File: src/rtl/serial_frame_rx.sv
// serial_frame_rx: strobed serial frame receiver (start '1', DW data bits, [even parity], stop '0').
// Latency: word and error pulses appear the cycle after the stop bit is sampled.
// Backpressure: one output register; a word completing while it is still held is dropped with ovr_err.
// Optional parity bit: define SERIAL_FRAME_RX_PARITY_EN to add the PARITY state (even parity).
module serial_frame_rx #(
  parameter int DW        = 4,
  parameter bit MSB_FIRST = 1'b1
) (
  input  logic          clk,
  input  logic          rst,
  input  logic          sin,
  input  logic          sin_vld,
  output logic [DW-1:0] dout,
  output logic          dout_vld,
  input  logic          dout_rdy,
  output logic          busy,
  output logic          frm_err,
  output logic          par_err,
  output logic          ovr_err
);

  // Counter only has to reach DW-1, so clog2(DW) bits are enough for DW in 2..16.
  localparam int CW = (DW > 1) ? $clog2(DW) : 1;

  typedef enum logic [1:0] {
    IDLE   = 2'd0,
    DATA   = 2'd1,
    PARITY = 2'd2,
    STOP   = 2'd3
  } state_t;

  state_t        state;
  state_t        state_nxt;
  logic [CW-1:0] cnt;
  logic [CW-1:0] cnt_nxt;
  logic [DW-1:0] sr;
  logic [DW-1:0] sr_nxt;
  logic          push;
  logic          frm_nxt;
  logic          par_nxt;

`ifdef SERIAL_FRAME_RX_PARITY_EN
  logic          par_bit;
  logic          par_bit_nxt;
`endif

  // Receive state register: FSM state, data bit counter and shift register.
  always_ff @(posedge clk or posedge rst) begin
    if (rst) begin
      state <= IDLE;
      cnt   <= '0;
      sr    <= '0;
    end else begin
      state <= state_nxt;
      cnt   <= cnt_nxt;
      sr    <= sr_nxt;
    end
  end

`ifdef SERIAL_FRAME_RX_PARITY_EN
  // Captured parity bit, held from the PARITY strobe until the stop bit is judged.
  always_ff @(posedge clk or posedge rst) begin
    if (rst) begin
      par_bit <= 1'b0;
    end else begin
      par_bit <= par_bit_nxt;
    end
  end
`endif

  // Next-state logic; nothing moves unless the bit strobe is high.
  always_comb begin
    state_nxt = state;
    cnt_nxt   = cnt;
    sr_nxt    = sr;
    push      = 1'b0;
    frm_nxt   = 1'b0;
    par_nxt   = 1'b0;
`ifdef SERIAL_FRAME_RX_PARITY_EN
    par_bit_nxt = par_bit;
`endif
    if (sin_vld) begin
      case (state)
        IDLE: begin
          if (sin) begin
            state_nxt = DATA;
            cnt_nxt   = '0;
          end
        end
        DATA: begin
          // MSB-first shifts left so the first bit ends in dout[DW-1];
          // LSB-first shifts right so the first bit ends in dout[0].
          if (MSB_FIRST) begin
            sr_nxt = {sr[DW-2:0], sin};
          end else begin
            sr_nxt = {sin, sr[DW-1:1]};
          end
          cnt_nxt = cnt + CW'(1);
          if (cnt == CW'(DW - 1)) begin
            cnt_nxt = '0;
`ifdef SERIAL_FRAME_RX_PARITY_EN
            state_nxt = PARITY;
`else
            state_nxt = STOP;
`endif
          end
        end
        PARITY: begin
`ifdef SERIAL_FRAME_RX_PARITY_EN
          par_bit_nxt = sin;
`endif
          state_nxt = STOP;
        end
        STOP: begin
          // Framing error outranks parity error, so at most one flag fires per frame.
          state_nxt = IDLE;
          if (sin) begin
            frm_nxt = 1'b1;
          end
`ifdef SERIAL_FRAME_RX_PARITY_EN
          else if (^{sr, par_bit}) begin
            par_nxt = 1'b1;
          end
`endif
          else begin
            push = 1'b1;
          end
        end
        default: begin
          state_nxt = IDLE;
        end
      endcase
    end
  end

  // Output word register with valid/ready handshake and registered error pulses.
  always_ff @(posedge clk or posedge rst) begin
    if (rst) begin
      dout     <= '0;
      dout_vld <= 1'b0;
      frm_err  <= 1'b0;
      ovr_err  <= 1'b0;
    end else begin
      frm_err <= frm_nxt;
      ovr_err <= 1'b0;
      if (push) begin
        // A consumer accepting on this same edge frees the slot for the new word.
        if (dout_vld && !dout_rdy) begin
          ovr_err <= 1'b1;
        end else begin
          dout     <= sr;
          dout_vld <= 1'b1;
        end
      end else if (dout_vld && dout_rdy) begin
        dout_vld <= 1'b0;
      end
    end
  end

`ifdef SERIAL_FRAME_RX_PARITY_EN
  // Registered parity error pulse.
  always_ff @(posedge clk or posedge rst) begin
    if (rst) begin
      par_err <= 1'b0;
    end else begin
      par_err <= par_nxt;
    end
  end
`else
  assign par_err = 1'b0;
  logic unused_par;
  assign unused_par = par_nxt;
`endif

  assign busy = (state != IDLE);

endmodule

File: config.mk
export PLATFORM = sky130hd
export DESIGN_NAME = serial_frame_rx
export DESIGN_NICKNAME = d
export VERILOG_FILES = /design/src/rtl/serial_frame_rx.sv
export SDC_FILE = /design/constraint.sdc
export NUM_CORES = 1
export LEC_CHECK = 0
export ABC_AREA = 1
export BUFFER_PORTS_ARGS = -buffer_cell sky130_fd_sc_hd__buf_2
export CORE_MARGIN = 2
export CORE_UTILIZATION = 45
export CTS_BUF_LIST = sky130_fd_sc_hd__clkbuf_8
export CTS_CLUSTER_SIZE = 16
export DETAILED_ROUTE_END_ITERATION = 6
export MAX_ROUTING_LAYER = met4
export PLACE_DENSITY_LB_ADDON = 0.2
export SYNTH_ARGS = -nofsm -noshare
export SYNTH_HDL_FRONTEND = slang
export SYNTH_SLANG_ARGS = --single-unit
File: constraint.sdc
create_clock -name clk -period 2.6 [get_ports clk]
set_input_delay 0.26 -clock clk [delete_from_list [all_inputs] [get_ports clk]]
set_output_delay 0.26 -clock clk [all_outputs]
set_load 0.005 [all_outputs]
After elaboration in Yosys (flattened, before gate mapping)
Index checks and enable logic that the tools add are counted.
Widths: inputs -> output; s select.
{"block": "totals", "ff_bits": 15, "in_bits": 5, "output_inout_bits": 9, "wordCells": 45}
{"block": "op_classes", "addsub": 1, "eq_ne": 7, "mux": 17, "bitwise_logic": 1, "n_reduce_logical": 12}
{"operator": "$mux 1", "n": 11}
{"operator": "$mux 2", "n": 4}
{"operator": "$pmux 2 s4", "n": 1}
{"operator": "$eq 2x2->1 const B", "n": 3}
{"operator": "$ne 2x2->1 const B", "n": 3}
{"operator": "$reduce_and 2->1", "n": 3}
{"operator": "$reduce_and 3->1", "n": 2}
{"operator": "$reduce_bool 2->1", "n": 3}
{"operator": "$pmux 2 s2", "n": 1}
{"operator": "$add 2x1->2 const B", "n": 1}
{"operator": "$eq 2x1->1 const B", "n": 1}
{"operator": "$logic_and 1x1->1", "n": 2}
{"operator": "$logic_not 2->1", "n": 1}
{"operator": "$logic_not 1->1", "n": 1}
{"operator": "$not 1->1", "n": 1}

Logic depth before layout (Yosys ltp)
{"block": "depth", "word_depth": 5, "depth_mapped": 7, "depth_no_buf": 7}

Worst setup path before layout
Ideal clock, no wire load.
{"block": "synth_timing", "path_type": "register to register", "from": "register state[1]", "to": "register cnt[0]", "setup_ns": 0.117, "arrival_ns": 0.987, "required_ns": 2.483, "setup_slack_ns": 1.496, "stages_incl_launch_ff": 8, "period_less_slack_ns": 1.104, "path_cell_list": "dfrtp_1 -> inv_1 -> ha_1 -> inv_1 -> nand2_1 -> nand3_1 -> nand2_1 -> nand2_1"}
{"block": "synth_between", "elab_chain_cells": 3}
{"item": "start, declared", "line": "32", "text": "state_t state;"}
{"item": "start signal, assigned", "line": "54", "text": "state <= state_nxt;"}
{"item": "$eq 2x1->1 or $logic_not 2->1 (tied branches)", "line": "83", "text": "case (state)"}
{"item": "$reduce_bool 2->1 (no line) or $ne 2x2->1 (tied branches)"}
{"item": "$reduce_and 3->1 (no line)"}
{"item": "end signal, assigned", "line": "55", "text": "cnt <= cnt_nxt;"}
{"item": "end, declared", "line": "34", "text": "logic [CW-1:0] cnt;"}
Several ways; a longest one is shown, not always the timed one.
A chain may end at the register's enable or synchronous reset.

Final worst setup path
{"block": "layout_timing", "from": "register state[1]", "to": "output port busy"}
{"block": "layout_between", "elab_chain_cells": 1}
{"item": "$reduce_bool 2->1", "line": "175", "text": "assign busy = (state != IDLE);"}
{"item": "end, declared", "line": "16", "text": "output logic busy,"}
No other way between the ends.

==> out/metrics.yaml <==
run_status:
  status: "complete, no violations"
cts:
  cts_tree: "done"
  clkSinkCount: 15
  cts_resized: 0
  htreeDepth: 1
  post-cts-setup-buffers: 0
  cts-hold-fix-buffers: 0
  ctsRootBufferMaster: "clkbuf_8"
  numCtsBuffers: 3
  cts.clk_slew.worst_paths_ns: 0.06
  clockBufferDepth: 2
  clk_latency_ns: 0.24
die:
  fp.dieH_um: 44.8
  dieArea_mm2: 0.00200
  die_x_um: 44.8
  num_io_pins: 14
  start_util_pct: 49.1
  core_mm2: 0.00152
  rows: 14
routing:
  num_vias: 553
  viasPerCell: 4.77
  dr.pass1.iters: 4
  drt-initial-drc-count: 6
  wl_per_cell_um: 10.5
  wl_mm: 1.21
  drc: 0
  antenna_left: 0
critical_path:
  path_cells: "inv_1, ha_1, inv_1, buf_2"
  crit_buf_inv: 3
  cp.required_ns: 2.34
  critical_path.most_common_cell: "inv_1"
  critPathSlowestCell: "dfrtp_1"
  start_kind: "register"
  r2r_start: "state[1]"
  slowest_delay_ns: 0.39
  worstReg2RegEnd: "cnt[0]"
  crit_fanout: 3
  crit_type: "reg -> out"
  critPathCaptureType: "output port"
  ff2ff_path_depth: 7
  regToRegSetupSlack_ns: 1.39
  crit_family: "flip-flops"
  cp_data_arrival_time_ns: 1.14
power_and_ir_drop:
  p_sw_uw: 325
  netSwitchingFraction_pct: 36.9
  power_frac_seq_pct: 42.9
  power_report.internal_total_uw: 555
  p_comb_share_pct: 35.9
  p_leak_nw: 0.504
  ir_drop_mv: 0.535
  p_per_area_mw_per_mm2: 1030
  power_frac_clock_pct: 21.2
sta:
  fmax_mhz: 714
  post-route-period-util_pct: 53.9
  min_period_ns: 1.40
  fin_setup_tns_ns: 0
  timing.hold.ws_ns: 0.0623
  tightestPinTransition_ns: 0.574
  fin_skew_ns: 0.00100
  finalSetupViolCount: 0
  rsz0062_at_grt: "no"
  slew_viol_final: 0
  hold_viol: 0
  relSlewSlack_pct: 61.7
layout:
  num-fill-cells: 160
  n_antenna_cell: 0
  syn_to_final_growth_pct: 14.4
  final_core_util_pct: 56.2
  drive_gt1_share_pct: 23.0
  fin_nets: 111
logic_synthesis:
  synth.net_count: 96
  synth.distinct_cells: 19
  seq_area_frac_synth_pct: 50.2
  syn_avg_cell_area_um2: 8.70
  synth_seq_cells: 15
  yosysWarnings: 0
  syn_area_um2: 748
  synthTopCellsByArea: "dfrtp_1 (50%), nand2_1 (15%), ha_1 (8.4%), inv_1 (5.5%), nand3_1 (3.3%)"
  synthCells: 86
  yosys.area.top_type: "dfrtp_1"
  netlist.area_leader.share_pct: 50.2
place:
  dp_hpwl_um: 917
  gp_congestion: 0.736
  io_buffer_count: 12
flow_run:
  drv_cap: 0
hold_path:
  hold_path.class: "in -> async"
global_route:
  grtUsageTotal_pct: 14.6
  grt_max_degree: 16
  grt_overflow: 0
  grt_pass1_wl_mm: 2.01
  grt_pass1_vias: 513
  antenna_found_initial: 0
[layout make-up]
| type | count | area, um2 | share of cell area [%] |
|---|---|---|---|
| flip-flops and latches | 15 | 375 | 43.9 |
| inverters | 13 | 48.8 | 5.70 |
| repair buffers | 12 | 60.1 | 7.02 |
| clock inverters | 1 | 5.00 | 0.585 |
| clock buffers | 3 | 41.3 | 4.82 |
| well taps | 16 | 20.0 | 2.34 |
| multi-input cells | 56 | 305 | 35.7 |
[cells in the mapped netlist (all sizes together)]
cell   instances
o21ai          2
conb           1
nand4          2
nor2           5
ha             5
dfrtp         15
nand2         31
buf            2
nor3           1
a21oi          2
nand3          7
inv           13
[worst register-to-register path: cells and delay by family (launching register included)]
kind          cells  cell delay (ns)
simple gates      4             0.33
buf+inv           2             0.16
flops             1             0.39
fa+ha+maj         1             0.22
[worst max path at each step]
stage | from | end | slack [ns] | depth (start not counted)
after detailed placement | state[1] | cnt[0] | 1.40 | 7
final | state[1] | busy | 1.20 | 4
after floorplan | state[1] | cnt[0] | 1.50 | 7
after global routing | state[1] | busy | 1.11 | 4
after CTS | state[1] | busy | 1.18 | 4
after global placement | state[0] | cnt[1] | 1.42 | 6
[state kept, by name, indices dropped and copies added (netlist names)]
name / flops
cnt: 2
dout: 4
dout_vld: 1
frm_err: 1
ovr_err: 1
sr: 4
state: 2
[stage by stage]
| stage | cells | cell area, um2 | power, mW | setup WS [ns] |
|---|---|---|---|---|
| 2_1_floorplan | 86 | 748 | 0.608 | 1.50 |
| 4_1_cts | 116 | 856 | 0.894 | 1.18 |
| 6_report | 116 | 856 | 0.881 | 1.20 |
| 3_3_place_gp | 112 | 810 | 0.697 | 1.42 |
| 5_1_grt | 116 | 856 | 0.959 | 1.11 |
| 3_5_place_dp | 112 | 810 | 0.703 | 1.40 |
[layout by cell type, fill, tap and decap left out]
cell type	synthesis	final
a21oi_2	1	1
nand3_1	5	5
inv_2	2	2
a21oi_1	1	1
buf_2	0	12
clkinv_2	0	1
clkbuf_8	0	3
nand2_2	1	1
o21ai_0	2	2
nor2_4	1	1
nor2_1	4	4
inv_1	11	11
nand2_1	30	30
conb_1	1	1
nand3_2	1	1
nor3_1	1	1
dfrtp_1	15	15
ha_1	5	5
nand4_1	2	2
nand3_4	1	1
[logic make-up after synthesis]
kind of cell | share of synthesized area (%)
buffers and inverters | 9.03
adder cells (fa/ha/maj) | 8.36
AND/OR/NAND/NOR | 28.8
flip-flops | 50.2
AO/OA/AOI/OAI | 3.18
other | 0.501
[power by group through the flow]
stage                     logic, mW  clock network, mW  registers (mW)
after global routing          0.372              0.200           0.388
after detailed placement      0.320                  0           0.383
after CTS                     0.322              0.194           0.379
final                         0.316              0.187           0.378
after global placement        0.315                  0           0.382
after floorplan               0.233                  0           0.375
[routing by layer]
metal | up-vias | track usage (%) | part of all wire (%)
met3 | 2 | 3.60 | 4.1
li1 | 289 | - | -
met5 | - | - | 0
met1 | 249 | 17.0 | 48
met4 | 0 | 8.82 | 0.66
met2 | 13 | 22.9 | 47
Note: power is estimated with default switching activity, not from simulation.
